## config.mk

```make
export PLATFORM = sky130hd
export DESIGN_NAME = head_shift_lookup_flat
export DESIGN_NICKNAME = d
export VERILOG_FILES = /design/src/rtl/head_lookup_pkg.sv /design/src/rtl/head_shift_lookup_if.sv /design/src/rtl/head_lookup_match.sv /design/src/rtl/head_shift_lookup.sv /design/src/flat_wrapper.sv
export SDC_FILE = /design/constraint.sdc
export NUM_CORES = 1
export LEC_CHECK = 0
export BUFFER_PORTS_ARGS = -buffer_cell sky130_fd_sc_hd__buf_2
export CAP_MARGIN = 20
export CORE_MARGIN = 2
export CORE_UTILIZATION = 25
export CTS_CLUSTER_SIZE = 16
export DETAILED_ROUTE_END_ITERATION = 10
export MAX_ROUTING_LAYER = met4
export PLACE_DENSITY = 0.5
export SYNTH_ARGS = -nofsm -noshare
export SYNTH_HDL_FRONTEND = slang
export SYNTH_SLANG_ARGS = --single-unit
```

## constraint.sdc

```tcl
create_clock -name i_clk -period 2.1 [get_ports i_clk]
set_input_delay 0.315 -clock i_clk [delete_from_list [all_inputs] [get_ports i_clk]]
set_output_delay 0.315 -clock i_clk [all_outputs]
set_load 0.1 [all_outputs]
```

## src/rtl/head_lookup_pkg.sv

```systemverilog
`default_nettype none
// ============================================================================
//  Module      : head_lookup_pkg
//  Description : Shared widths, tag bit positions, rule record and packet
//                state for the head/meta shift lookup stage.
//  Revision    : 1.0  initial release
// ============================================================================
`ifndef HEAD_WIDTH
`define HEAD_WIDTH 128
`endif
`ifndef META_WIDTH
`define META_WIDTH 32
`endif
`ifndef TAG_WIDTH
`define TAG_WIDTH 4
`endif
`ifndef HEAD_SHIFT_WIDTH
`define HEAD_SHIFT_WIDTH 6
`endif
`ifndef META_SHIFT_WIDTH
`define META_SHIFT_WIDTH 4
`endif
// Tag bit positions within the tag field, which sits above the data bits.
`ifndef TAG_VALID
`define TAG_VALID 0
`endif
`ifndef TAG_START
`define TAG_START 1
`endif
`ifndef TAG_TAIL
`define TAG_TAIL 2
`endif
`ifndef TAG_SHIFT
`define TAG_SHIFT 3
`endif

package head_lookup_pkg;
  localparam int HEAD_W        = `HEAD_WIDTH;
  localparam int META_W        = `META_WIDTH;
  localparam int TAG_W         = `TAG_WIDTH;
  localparam int HS_W          = `HEAD_SHIFT_WIDTH;
  localparam int MS_W          = `META_SHIFT_WIDTH;
  localparam int TAG_VALID_BIT = `TAG_VALID;
  localparam int TAG_START_BIT = `TAG_START;
  localparam int TAG_TAIL_BIT  = `TAG_TAIL;
  localparam int TAG_SHIFT_BIT = `TAG_SHIFT;
  localparam int LKP_KEY_WIDTH = 16;
  localparam int LKP_RULE_NUM  = 8;

  typedef enum logic [0:0] {
    IDLE   = 1'b0,
    IN_PKT = 1'b1
  } pkt_state_e;

  typedef struct packed {
    logic                     valid;
    logic [LKP_KEY_WIDTH-1:0] key;
    logic [LKP_KEY_WIDTH-1:0] mask;
    logic [HS_W-1:0]          head_shift;
    logic [MS_W-1:0]          meta_shift;
  } rule_t;
endpackage
`default_nettype wire

```

## src/rtl/head_shift_lookup_if.sv

```systemverilog
`default_nettype none
// ============================================================================
//  Module      : head_shift_lookup_if
//  Description : Tagged head/meta stream in and out of the lookup stage,
//                with the per-packet shift results.
//  Revision    : 1.0  initial release
// ============================================================================
interface head_shift_lookup_if;
  import head_lookup_pkg::*;

  logic [HEAD_W+TAG_W-1:0] i_head;
  logic [META_W+TAG_W-1:0] i_meta;
  logic [HEAD_W+TAG_W-1:0] o_head;
  logic [META_W+TAG_W-1:0] o_meta;
  logic [HS_W-1:0]         o_headShift;
  logic [MS_W-1:0]         o_metaShift;
  logic                    o_hit;

  modport master (
    output i_head, i_meta,
    input  o_head, o_meta, o_headShift, o_metaShift, o_hit
  );

  modport slave (
    input  i_head, i_meta,
    output o_head, o_meta, o_headShift, o_metaShift, o_hit
  );
endinterface
`default_nettype wire

```

## src/rtl/head_lookup_match.sv

```systemverilog
`default_nettype none
// ============================================================================
//  Module      : head_lookup_match
//  Description : Parallel masked key compare against every rule, and
//                lowest-index selection of the shift pair (default on miss).
//  Revision    : 1.0  initial release
// ============================================================================
module head_lookup_match
  import head_lookup_pkg::*;
#(
  parameter int RULE_NUM = LKP_RULE_NUM
) (
  input  logic [LKP_KEY_WIDTH-1:0] i_key,
  input  rule_t [RULE_NUM-1:0]     i_rules,
  input  logic [HS_W-1:0]          i_dflt_head_shift,
  input  logic [MS_W-1:0]          i_dflt_meta_shift,
  output logic [RULE_NUM-1:0]      o_hits,
  output logic [HS_W-1:0]          o_head_shift,
  output logic [MS_W-1:0]          o_meta_shift
);
  genvar g;
  generate
    for (g = 0; g < RULE_NUM; g++) begin : g_cmp
      assign o_hits[g] = i_rules[g].valid &
                         (((i_key ^ i_rules[g].key) & i_rules[g].mask) == '0);
    end
  endgenerate

  // Scanning from the top down leaves the lowest hitting index in place.
  always_comb begin
    o_head_shift = i_dflt_head_shift;
    o_meta_shift = i_dflt_meta_shift;
    for (int i = RULE_NUM - 1; i >= 0; i--) begin
      if (o_hits[i]) begin
        o_head_shift = i_rules[i].head_shift;
        o_meta_shift = i_rules[i].meta_shift;
      end
    end
  end
endmodule
`default_nettype wire

```

## src/rtl/head_shift_lookup.sv

```systemverilog
`default_nettype none
// ============================================================================
//  Module      : head_shift_lookup
//  Description : Per-packet rule lookup producing head/meta shift amounts,
//                with the tagged stream delayed two cycles to line up.
//                Optional HEAD_LOOKUP_STAT_EN adds hit/miss counters.
//  Revision    : 1.0  initial release
// ============================================================================
module head_shift_lookup
  import head_lookup_pkg::*;
#(
  parameter int RULE_NUM   = LKP_RULE_NUM,
  parameter int KEY_WIDTH  = LKP_KEY_WIDTH,
  parameter int KEY_OFFSET = 12
) (
  input  logic                        i_clk,
  input  logic                        i_rst_n,
  head_shift_lookup_if.slave          bus,
  input  logic                        i_rule_wr,
  input  logic [$clog2(RULE_NUM)-1:0] i_rule_idx,
  input  logic                        i_rule_valid,
  input  logic [KEY_WIDTH-1:0]        i_rule_key,
  input  logic [KEY_WIDTH-1:0]        i_rule_mask,
  input  logic [HS_W-1:0]             i_rule_head_shift,
  input  logic [MS_W-1:0]             i_rule_meta_shift,
  input  logic                        i_dflt_wr,
  input  logic [HS_W-1:0]             i_dflt_head_shift,
  input  logic [MS_W-1:0]             i_dflt_meta_shift
`ifdef HEAD_LOOKUP_STAT_EN
  ,
  output logic [31:0]                 o_hit_cnt,
  output logic [31:0]                 o_miss_cnt
`endif
);
  localparam int HT      = HEAD_W + TAG_W;
  localparam int MT      = META_W + TAG_W;
  localparam int KEY_MSB = HEAD_W - 1 - 8 * KEY_OFFSET;

  rule_t [RULE_NUM-1:0] r_rules;
  logic [HS_W-1:0]      r_dflt_head_shift;
  logic [MS_W-1:0]      r_dflt_meta_shift;

  always_ff @(posedge i_clk or negedge i_rst_n) begin
    if (!i_rst_n) begin
      r_rules           <= '0;
      r_dflt_head_shift <= '0;
      r_dflt_meta_shift <= '0;
    end else begin
      if (i_rule_wr) begin
        r_rules[i_rule_idx] <= '{valid:      i_rule_valid,
                                 key:        i_rule_key,
                                 mask:       i_rule_mask,
                                 head_shift: i_rule_head_shift,
                                 meta_shift: i_rule_meta_shift};
      end
      if (i_dflt_wr) begin
        r_dflt_head_shift <= i_dflt_head_shift;
        r_dflt_meta_shift <= i_dflt_meta_shift;
      end
    end
  end

  logic [KEY_WIDTH-1:0] w_key;
  logic                 w_in_lookup;
  logic [RULE_NUM-1:0]  w_hits;
  logic [HS_W-1:0]      w_sel_head_shift;
  logic [MS_W-1:0]      w_sel_meta_shift;

  assign w_key       = bus.i_head[KEY_MSB -: KEY_WIDTH];
  assign w_in_lookup = bus.i_head[HEAD_W+TAG_VALID_BIT] & bus.i_head[HEAD_W+TAG_START_BIT];

  head_lookup_match #(.RULE_NUM(RULE_NUM)) u_match (
    .i_key             (w_key),
    .i_rules           (r_rules),
    .i_dflt_head_shift (r_dflt_head_shift),
    .i_dflt_meta_shift (r_dflt_meta_shift),
    .o_hits            (w_hits),
    .o_head_shift      (w_sel_head_shift),
    .o_meta_shift      (w_sel_meta_shift)
  );

  // Stage 1: the selected shift pair is captured with the hits so that table
  // writes after the compare cycle cannot leak into this packet.
  logic [HT-1:0]       r1_head;
  logic [MT-1:0]       r1_meta;
  logic [RULE_NUM-1:0] r1_hits;
  logic [HS_W-1:0]     r1_head_shift;
  logic [MS_W-1:0]     r1_meta_shift;

  always_ff @(posedge i_clk or negedge i_rst_n) begin
    if (!i_rst_n) begin
      r1_head       <= '0;
      r1_meta       <= '0;
      r1_hits       <= '0;
      r1_head_shift <= '0;
      r1_meta_shift <= '0;
    end else begin
      r1_head <= bus.i_head;
      r1_meta <= bus.i_meta;
      if (w_in_lookup) begin
        r1_hits       <= w_hits;
        r1_head_shift <= w_sel_head_shift;
        r1_meta_shift <= w_sel_meta_shift;
      end
    end
  end

  logic            w1_valid;
  logic            w1_start;
  logic            w1_tail;
  logic            w1_lookup;
  logic [HS_W-1:0] w_cur_head_shift;
  logic            w_tag_shift;
  logic [HT-1:0]   w_head_out;
  logic [MT-1:0]   w_meta_out;

  logic [HT-1:0]   r_head;
  logic [MT-1:0]   r_meta;
  logic [HS_W-1:0] r_head_shift;
  logic [MS_W-1:0] r_meta_shift;
  logic            r_hit;
  pkt_state_e      r_state;

  always_comb begin
    w1_valid         = r1_head[HEAD_W+TAG_VALID_BIT];
    w1_start         = r1_head[HEAD_W+TAG_START_BIT];
    w1_tail          = r1_head[HEAD_W+TAG_TAIL_BIT];
    w1_lookup        = w1_valid & w1_start;
    w_cur_head_shift = w1_lookup ? r1_head_shift : r_head_shift;
    // Stray non-start beats outside a packet never get the shift tag.
    w_tag_shift      = w1_valid & (w1_lookup | (r_state == IN_PKT)) &
                       (w_cur_head_shift != '0);
    w_head_out       = r1_head;
    w_head_out[HEAD_W+TAG_SHIFT_BIT] = w_tag_shift;
    w_meta_out       = r1_meta;
    w_meta_out[META_W+TAG_SHIFT_BIT] = w_tag_shift & r1_meta[META_W+TAG_VALID_BIT];
  end

  always_ff @(posedge i_clk or negedge i_rst_n) begin
    if (!i_rst_n) begin
      r_head       <= '0;
      r_meta       <= '0;
      r_head_shift <= '0;
      r_meta_shift <= '0;
      r_hit        <= 1'b0;
      r_state      <= IDLE;
    end else begin
      r_head <= w_head_out;
      r_meta <= w_meta_out;
      if (w1_lookup) begin
        r_head_shift <= r1_head_shift;
        r_meta_shift <= r1_meta_shift;
        r_hit        <= |r1_hits;
      end
      if (w1_valid) begin
        if (w1_start) begin
          r_state <= w1_tail ? IDLE : IN_PKT;
        end else if (w1_tail) begin
          r_state <= IDLE;
        end
      end
    end
  end

  assign bus.o_head      = r_head;
  assign bus.o_meta      = r_meta;
  assign bus.o_headShift = r_head_shift;
  assign bus.o_metaShift = r_meta_shift;
  assign bus.o_hit       = r_hit;

`ifdef HEAD_LOOKUP_STAT_EN
  logic [31:0] r_hit_cnt;
  logic [31:0] r_miss_cnt;

  always_ff @(posedge i_clk or negedge i_rst_n) begin
    if (!i_rst_n) begin
      r_hit_cnt  <= '0;
      r_miss_cnt <= '0;
    end else if (w1_lookup) begin
      if (|r1_hits) begin
        r_hit_cnt <= r_hit_cnt + 32'd1;
      end else begin
        r_miss_cnt <= r_miss_cnt + 32'd1;
      end
    end
  end

  assign o_hit_cnt  = r_hit_cnt;
  assign o_miss_cnt = r_miss_cnt;
`endif
endmodule
`default_nettype wire
```

## src/flat_wrapper.sv

```systemverilog
// flat-port wrapper written by rule: the top's interface ports become plain ports
module head_shift_lookup_flat import head_lookup_pkg::*;
#(
  parameter int RULE_NUM   = LKP_RULE_NUM,
  parameter int KEY_WIDTH  = LKP_KEY_WIDTH,
  parameter int KEY_OFFSET = 12
)
  (i_clk, i_rst_n, i_rule_wr, i_rule_idx, i_rule_valid, i_rule_key, i_rule_mask, i_rule_head_shift, i_rule_meta_shift, i_dflt_wr, i_dflt_head_shift, i_dflt_meta_shift, bus_i_head, bus_i_meta, bus_o_head, bus_o_meta, bus_o_headShift, bus_o_metaShift, bus_o_hit);
  head_shift_lookup_if bus_i ();
  input  logic i_clk;
  input  logic i_rst_n;
  input  logic i_rule_wr;
  input  logic [$clog2(RULE_NUM)-1:0] i_rule_idx;
  input  logic i_rule_valid;
  input  logic [KEY_WIDTH-1:0] i_rule_key;
  input  logic [KEY_WIDTH-1:0] i_rule_mask;
  input  logic [HS_W-1:0] i_rule_head_shift;
  input  logic [MS_W-1:0] i_rule_meta_shift;
  input  logic i_dflt_wr;
  input  logic [HS_W-1:0] i_dflt_head_shift;
  input  logic [MS_W-1:0] i_dflt_meta_shift;
  input wire logic [$bits(bus_i.i_head)-1:0] bus_i_head;
  input wire logic [$bits(bus_i.i_meta)-1:0] bus_i_meta;
  output wire logic [$bits(bus_i.o_head)-1:0] bus_o_head;
  output wire logic [$bits(bus_i.o_meta)-1:0] bus_o_meta;
  output wire logic [$bits(bus_i.o_headShift)-1:0] bus_o_headShift;
  output wire logic [$bits(bus_i.o_metaShift)-1:0] bus_o_metaShift;
  output wire logic [$bits(bus_i.o_hit)-1:0] bus_o_hit;
  assign bus_i.i_head = bus_i_head;
  assign bus_i.i_meta = bus_i_meta;
  assign bus_o_head = bus_i.o_head;
  assign bus_o_meta = bus_i.o_meta;
  assign bus_o_headShift = bus_i.o_headShift;
  assign bus_o_metaShift = bus_i.o_metaShift;
  assign bus_o_hit = bus_i.o_hit;
  head_shift_lookup #(.RULE_NUM(RULE_NUM), .KEY_WIDTH(KEY_WIDTH), .KEY_OFFSET(KEY_OFFSET)) u_core (.i_clk(i_clk), .i_rst_n(i_rst_n), .bus(bus_i), .i_rule_wr(i_rule_wr), .i_rule_idx(i_rule_idx), .i_rule_valid(i_rule_valid), .i_rule_key(i_rule_key), .i_rule_mask(i_rule_mask), .i_rule_head_shift(i_rule_head_shift), .i_rule_meta_shift(i_rule_meta_shift), .i_dflt_wr(i_dflt_wr), .i_dflt_head_shift(i_dflt_head_shift), .i_dflt_meta_shift(i_dflt_meta_shift));
endmodule
```

==> results.tsv, run 1 <==
metric	value	unit
Post-synth top flop	dfrtp_1	
first-pass GRT wire length	109.7	mm
type of the tightest min-delay check	in2reg	
Clock Path Buffers	3	
Chip Height	323.2	µm
Tcrit/Tclk final	118.8	%
DR iter-0 viols	645	
via count	15968	
YS warnings	0	
DRC	0	
I/O Pins	407	
placed cell count	3425	
grt ovf	0	
CTS Buf Count	85	
Max VDD drop	0.0008249	V
Final Max Tran Viols	0	
routability cong.	0.8194	
CP Capture Type	flop	
Seq cells post-synth	718	
worst hold slack	0.03257	ns
Port-buffer cells	404	
startpoint types	flop	
initial antenna violation count	13	
Final Non-Filler Cells	3787	
final wirelength	73.06	mm
Core ar.	101400	µm²
largest net degree at the start of global routing	117	
DR WL/cell	19.29	µm
Mapped Nets	1808	
PwrDens	1126	nW/µm²
gr usage total	14.53	%
initial core utilization	25.11	%
antenna viol nets, final	0	
number of synthesized flops with an enable pin	0	
DP HPWL	49.67	mm
critical path peak fanout	13	
FF-to-FF path depth	8	
post-synthesis sequential area ratio	70.54	%
row count	117	
layout cells sized above 1	46.14	%
Die X	323.2	µm
DIE AREA	104400	µm²
CTS tree	done	
CP Data Arrival Time	3.01	ns
Final Critical Period	2.494	ns
CTS HTree Levels	3	
number of global-route vias before repair	17585	
Worst Max-Slew Pin Slew	0.6099	ns
CP Data Required Time	2.62	ns
clock sinks	718	
Via density	4.217	
Total Nets Final	2563	
leakage	15.94	nW
DRT Pass-1 Iters	7	
final hold violation count	0	
Max Cap Viol	0	
Async S/R FF share, synth	100.0	%
Setup violations, final	10	
status	finished with violations	
slew margin rel.	59.34	%
Clock Pin Slew Worst Setup and Hold Paths	0.06	ns
Fill cells	9780	
Slowest cell on crit path	dfrtp_1	
f_max	401.0	MHz
Synth Area per Inst	16.12	µm²
cells along the critical path	xor2_1 -> a22oi_2 -> nand4_1 -> nor3_4 -> buf_12 -> and3b_1 -> a2111o_1 -> a22o_1	
setup TNS	-3.003	ns
kind of critical path	reg2reg	
worst-skew pair later-pin latency	0.67	ns
area grow syn2layout	39.70	%
Post-Synthesis Cells	1580	
worst setup margin	-0.3941	ns
failing checks	setup timing	
Hold Path Stages	2	
Cell Area, Synth	25470	µm²
slowest stage delay, CP	0.38	ns
Max Clock Skew	0.04561	ns
Root Driver	clkbuf_16	
RSZ-0062 raised after global routing	yes	
number of distinct library cells after synthesis	53	
[cell usage after synthesis, drive strengths merged (10+ instances only)]
master / n / area [µm²]
nand2: 38 / 142.6
o21ai: 19 / 95.09
xor2: 128 / 1121
nor4: 10 / 62.56
buf: 23 / 162.7
nand4: 20 / 125.1
dfrtp: 718 / 17970
clkbuf: 49 / 183.9
a22oi: 53 / 397.9
nor2: 18 / 67.56
mux2: 365 / 4110
o21a: 13 / 97.59
a21oi: 16 / 80.08
[per-layer routing]
metal  vias to the layer above  track usage, %  part of all wire (%)
li1                       7105               -                     -
met1                      8253           18.06                    44
met2                       488           23.02                    47
met3                       122           3.732                   6.3
met4                         0           4.868                   2.8
met5                         -               -                     0
[layout make-up]
cell class / instances / area (µm²) / share of cell area (%)
antenna: 11 / 27.53 / 0.07736
clock buffer: 125 / 2517 / 7.075
clock inverter: 35 / 534.3 / 1.502
inverter: 4 / 15.01 / 0.04220
multi-input combinational: 786 / 7413 / 20.83
sequential: 718 / 17970 / 50.50
tap: 1368 / 1712 / 4.810
timing repair buffer: 740 / 5395 / 15.16
[what timing repair did]
item                                    4_1_cts  5_1_grt
hold buffers                                184        0
setup buffers                                 6        3
endpoints found under the setup margin       12       13
hold endpoints to repair                    398        0
gates resized for setup                      49       10
pin swaps                                     9       12
[cells in the final DEF (no fill, tap or decap), types with 7 or more instances in the layout]
cell type	netlist	routed
a22oi_1	53	50
buf_12	0	28
and3b_1	7	7
clkbuf_1	49	16
xor2_1	128	127
buf_4	12	117
nand4_1	20	20
o21ai_0	18	15
mux2_2	365	364
bufinv_16	0	7
nand2_1	38	38
buf_2	7	403
dlygate4sd3_1	0	184
clkbuf_16	0	85
nor4_1	10	9
diode_2	0	11
clkbuf_8	0	24
a21oi_1	16	16
nor2_1	18	18
clkinv_2	0	8
o21a_1	13	13
clkinvlp_4	0	7
dfrtp_1	718	718
[path summary, 6_finish.rpt]
check	start	end	slack, ns
setup / recovery	u_core.r_rules[81]	u_core.r1_meta_shift[0]	-0.39
hold / removal	bus_i_head[17]	u_core.r1_head[17]	0.03
setup reg to reg	u_core.r_rules[81]	u_core.r1_meta_shift[0]	-0.39
hold reg to reg	u_core.r1_head[84]	u_core.bus.o_head[84]	0.34
max in group asynchronous	i_rst_n	u_core.bus.o_head[3]	1.04
min in group asynchronous	i_rst_n	u_core.bus.o_head[53]	0.15
[stage by stage]
step | worst slack [ns] | power [mW] | util, % | cell area, µm²
finish | -0.3941 | 40.05 | 35.07 | 35580
global route | -0.4810 | 41.97 | 35.07 | 35580
CTS | -0.3811 | 40.70 | 34.98 | 35490
detailed placement | -0.7408 | 24.36 | 29.89 | 30330
global placement | -0.7083 | 24.17 | 29.89 | 30330
floorplan | 0.002365 | 21.44 | - | 25480
[state kept, by name, indices dropped and copies added, names as in the netlist, 8 cells and up]
register	flops
u_core.bus.o_meta	36
u_core.r1_meta	35
u_core.r1_hits	8
u_core.bus.o_head	132
u_core.r_rules	344
u_core.r1_head	131
[power breakdown]
group	switching, mW	internal (mW)
clock	6.24	9.32
sequential	1.07	15.8
combinational	4.53	3.07
total	11.8	28.2
[cells by family after synthesis]
| kind of cell | share of synthesized area, % |
|---|---|
| flip-flops | 70.54 |
| multiplexers | 16.14 |
| buffers and inverters | 1.420 |
| AO/OA/AOI/OAI | 4.200 |
| AND/OR/NAND/NOR | 3.296 |
| XOR/XNOR | 4.402 |
[worst max-delay path: cells and delay by family, from the launching register on]
family | cells | cell delay [ns]
flops | 1 | 0.38
xor+xnor | 1 | 0.17
compound gates | 3 | 0.86
buf+inv | 1 | 0.17
simple gates | 3 | 0.74
(Power assumes the default switching activity.)
==> inputs of run 2 (changes only) <==
--- a/config.mk
+++ b/config.mk
@@ -5,6 +5,7 @@
 export SDC_FILE = /design/constraint.sdc
 export NUM_CORES = 1
 export LEC_CHECK = 0
+export ABC_AREA = 1
 export BUFFER_PORTS_ARGS = -buffer_cell sky130_fd_sc_hd__buf_2
 export CAP_MARGIN = 20
 export CORE_MARGIN = 2
@@ -13,6 +14,7 @@
 export DETAILED_ROUTE_END_ITERATION = 10
 export MAX_ROUTING_LAYER = met4
 export PLACE_DENSITY = 0.5
+export RECOVER_POWER = 50
 export SYNTH_ARGS = -nofsm -noshare
 export SYNTH_HDL_FRONTEND = slang
 export SYNTH_SLANG_ARGS = --single-unit
==> results.tsv, run 2 <==
metric	value	unit	change
status	finished with violations		unchanged
failing checks	setup timing		unchanged
Net Sw Power	11.19	mW	was 11.84 mW
Final Cell Area	35390	µm²	was 35580 µm²
critical path peak fanout	6		was 13
Max Cap Viol	0		unchanged
max FFs per register	344		unchanged
area grow syn2layout	38.59	%	was 39.70%
leading post-synthesis cells by instance count	dfrtp_1 (718), nand2_1 (699), o21ai_0 (360)		was dfrtp_1 (718), mux2_2 (365), xor2_1 (128)
Mapped Nets	2646		was 1808
Root Driver	clkbuf_16		unchanged
post-synthesis sequential area ratio	70.36	%	was 70.54%
Tcrit/Tclk final	102.5	%	was 118.8%
leakage	17.12	nW	was 15.94 nW
kind of critical path	reg2reg		unchanged
Hold Path Stages	3		was 2
buffers plus inverters on the worst setup path	2		was 1
routability cong.	0.8078		was 0.8194
CP Data Required Time	2.63	ns	was 2.62 ns
Yosys top cell by area	dfrtp_1		unchanged
cells along the critical path	nand2_1 -> nand2_1 -> nor2_1 -> nor2_1 -> nand3_1 -> inv_1 -> nand3_4 -> buf_6 -> nand2_1 -> nand3_1 -> nand3_1 -> nand3_1 -> nand2_1 -> nand2_1 -> nand2_1 -> nand2_1 -> nand2_1 -> nand2_1 -> nand2_1		was xor2_1 -> a22oi_2 -> nand4_1 -> nor3_4 -> buf_12 -> and3b_1 -> a2111o_1 -> a22o_1
row count	117		unchanged
YS warnings	0		unchanged
worst setup margin	-0.05183	ns	was -0.3941 ns
Sw Share	29.95	%	was 29.56%
grt ovf	0		unchanged
final hold violation count	0		unchanged
final wirelength	78.05	mm	was 73.06 mm
Chip Height	323.6	µm	was 323.2 µm
Slowest cell on crit path	dfrtp_1		unchanged
hold_sp	i_rule_key[14]		was bus_i_head[17]
top-count cell post-synth	dfrtp_1		unchanged
DRC	0		unchanged
f_max	464.7	MHz	was 401.0 MHz
ranking of synthesized cells by area	dfrtp_1 (70%), nand2_1 (10%), o21ai_0 (7.1%)		was dfrtp_1 (71%), mux2_2 (16%), xor2_1 (4.4%)
RSZ-0062 raised after global routing	yes		unchanged
startpoint types	flop		unchanged
worst hold slack	0.03379	ns	was 0.03257 ns
CTS Buf Count	79		was 85
slowest stage delay, CP	0.40	ns	was 0.38 ns
I/O Pins	407		unchanged
setup slack on the worst flop-to-flop path	-0.05	ns	was -0.39 ns
most used cell, CP	nand2_1		
DRT Pass-1 Iters	5		was 7
layout cells sized above 1	25.73	%	was 46.14%
initial antenna violation count	7		was 13
Area after DPL	30510	µm²	was 30330 µm²
Max VDD drop	0.0007255	V	was 0.0008249 V
Clock Path Buffers	3		unchanged
FF-to-FF path depth	19		was 8
Worst Max-Slew Pin Slew	0.5317	ns	was 0.6099 ns
CTS tree	done		unchanged
Async S/R FF share, synth	100.0	%	unchanged
Seq cells post-synth	718		unchanged
Critical R2R Launch	u_core.r_rules[338]		was u_core.r_rules[81]
Sequential Power Share	44.3	%	was 42.2%
Final Power	37.37	mW	was 40.05 mW
Post-Synthesis Cells	2418		was 1580
CP Data Arrival Time	2.68	ns	was 3.01 ns
worst r2r dst	u_core.r1_head_shift[1]		was u_core.r1_meta_shift[0]
Max Clock Skew	0.02208	ns	was 0.04561 ns
DR iter-0 viols	1455		was 645
DIE AREA	104700	µm²	was 104400 µm²
initial core utilization	25.13	%	was 25.11%
commonest non-fill, non-tap cell in the layout	dfrtp_1		unchanged
hold endpoint	u_core.r_rules[341]		was u_core.r1_head[17]
CTS HTree Levels	3		unchanged
Total Nets Final	3398		was 2563
clock sinks	718		unchanged
number of global-route vias before repair	19215		was 17585
clock power share	37.4	%	was 38.9%
Port-buffer cells	404		unchanged
number of synthesized flops with an enable pin	0		unchanged
Synth Area per Inst	10.56	µm²	was 16.12 µm²
most frequent cells in the layout	dfrtp_1 (718), nand2_1 (673), buf_2 (403)		was dfrtp_1 (718), buf_2 (403), mux2_2 (364)
DP HPWL	54.86	mm	was 49.67 mm
Die X	323.6	µm	was 323.2 µm
number of distinct library cells after synthesis	40		was 53
via count	19036		was 15968
Final Util	34.83	%	was 35.07%
worst-skew pair later-pin latency	0.63	ns	was 0.67 ns
CP Capture Type	flop		unchanged
Via density	4.135		was 4.217
type of the tightest min-delay check	in2reg		unchanged
Post-synth top flop	dfrtp_1		unchanged
area fraction of the dominant cell type after synthesis	70.36	%	was 70.54%
Reg with most FFs	u_core.r_rules		unchanged
largest net degree at the start of global routing	90		was 117
DR WL/cell	16.95	µm	was 19.29 µm
first-pass GRT wire length	119.1	mm	was 109.7 mm
part of the power in combinational logic	18.3	%	was 19.0%
Pint	26.17	mW	was 28.21 mW
Core ar.	101600	µm²	was 101400 µm²
Fill cells	10352		was 9780
Crit path max-delay family	simple AND/OR/NAND/NOR gates		was compound AO/OA/AOI/OAI gates
Cell Area, Synth	25530	µm²	was 25470 µm²
Setup violations, final	9		was 10
slew margin rel.	64.80	%	was 59.34%
antenna viol nets, final	0		unchanged
Final Max Tran Viols	0		unchanged
Final Critical Period	2.152	ns	was 2.494 ns
Clock Pin Slew Worst Setup and Hold Paths	0.06	ns	about the same
gr usage total	15.52	%	was 14.53%
PwrDens	1056	nW/µm²	was 1126 nW/µm²
[run 2: cell count changes in the layout (fill, tap and decap cells not counted), sizes merged, moves of 9 or more]
cell,delta
nand2,+662
or2,+62
nand3,+121
buf,+26
clkbuf,-9
a22oi,-53
o21ai,+341
inv,+123
mux2,-365
xor2,-108
a21oi,+30
nor2,+98
[run 2: layout make-up]
type                       instances  area, µm²  area share, %
sequential                       718      17970          50.77
multi-input combinational       1469       6954          19.65
timing repair buffer             772       5647          15.96
clock buffer                     116       2318          6.551
tap                             1368       1712          4.837
inverter                         130      493.0          1.393
clock inverter                    25      282.8         0.7990
antenna                            6      15.01        0.04243
[run 2: kinds of logic (layout without fill, tap and decap cells)]
group / Yosys count / in the layout / synth area share (%)
simple gates: 1023 / 1023 / 16.76
buf+inv: 231 / 1043 / 3.626
compound gates: 426 / 426 / 8.560
other cells: 0 / 6 / 0
flops: 718 / 718 / 70.36
xor+xnor: 20 / 20 / 0.6860
[run 2: through the flow]
stage	TNS, ns	cells	worst slack (ns)
after floorplan	0	2418	0.1784
after global placement	-3.914	4262	-0.4132
after detailed placement	-4.251	4262	-0.4314
after CTS	-0.2270	4598	-0.03856
after global routing	-2.043	4601	-0.2370
final	-0.2577	4604	-0.05183
[run 2: power by group through the flow]
stage / Clock, mW / Sequential (mW) / Combinational, mW
after floorplan: 0 / 18.2 / 2.35
after global placement: 0 / 16.8 / 6.32
after detailed placement: 0 / 16.8 / 6.38
after CTS: 14.4 / 16.5 / 6.86
after global routing: 14.9 / 16.8 / 7.56
final: 14.0 / 16.6 / 6.84
[run 2: timing repair]
item                                    4_1_cts  5_1_grt
gates resized for setup                      66       19
pin swaps                                    23        5
gates cloned                                  2        0
endpoints found under the setup margin       11       10
hold buffers                                190        0
endpoints found under the hold margin       495        0
buffers inserted                              3        0
[run 2: worst max-delay path by stage]
| stage | start | to | slack, ns | depth (start not counted) |
|---|---|---|---|---|
| 2_1_floorplan | u_core.r_rules[161] | u_core.r1_head_shift[3] | 0.18 | 14 |
| 3_3_place_gp | bus_i_head[25] | u_core.r1_meta_shift[3] | -0.41 | 14 |
| 3_5_place_dp | bus_i_head[26] | u_core.r1_head_shift[5] | -0.43 | 19 |
| 4_1_cts | u_core.r_rules[330] | u_core.r1_head_shift[5] | -0.04 | 18 |
| 5_1_grt | u_core.r_rules[330] | u_core.r1_meta_shift[3] | -0.24 | 17 |
| 6_report | u_core.r_rules[338] | u_core.r1_head_shift[1] | -0.05 | 19 |
[run 2: routing by layer]
metal / GRT usage (%) / up-vias / wire length [µm]
li1: - / 9271 / -
met4: 4.218 / 0 / 1612
met3: 2.628 / 113 / 3263
met2: 24.89 / 369 / 37600
met5: - / - / 0
met1: 20.32 / 9283 / 35570
[run 2: tightest hold or removal path, stage by stage]
cell     delay (ns)
buf_2          0.17
nand2_1        0.07
o21ai_0        0.06
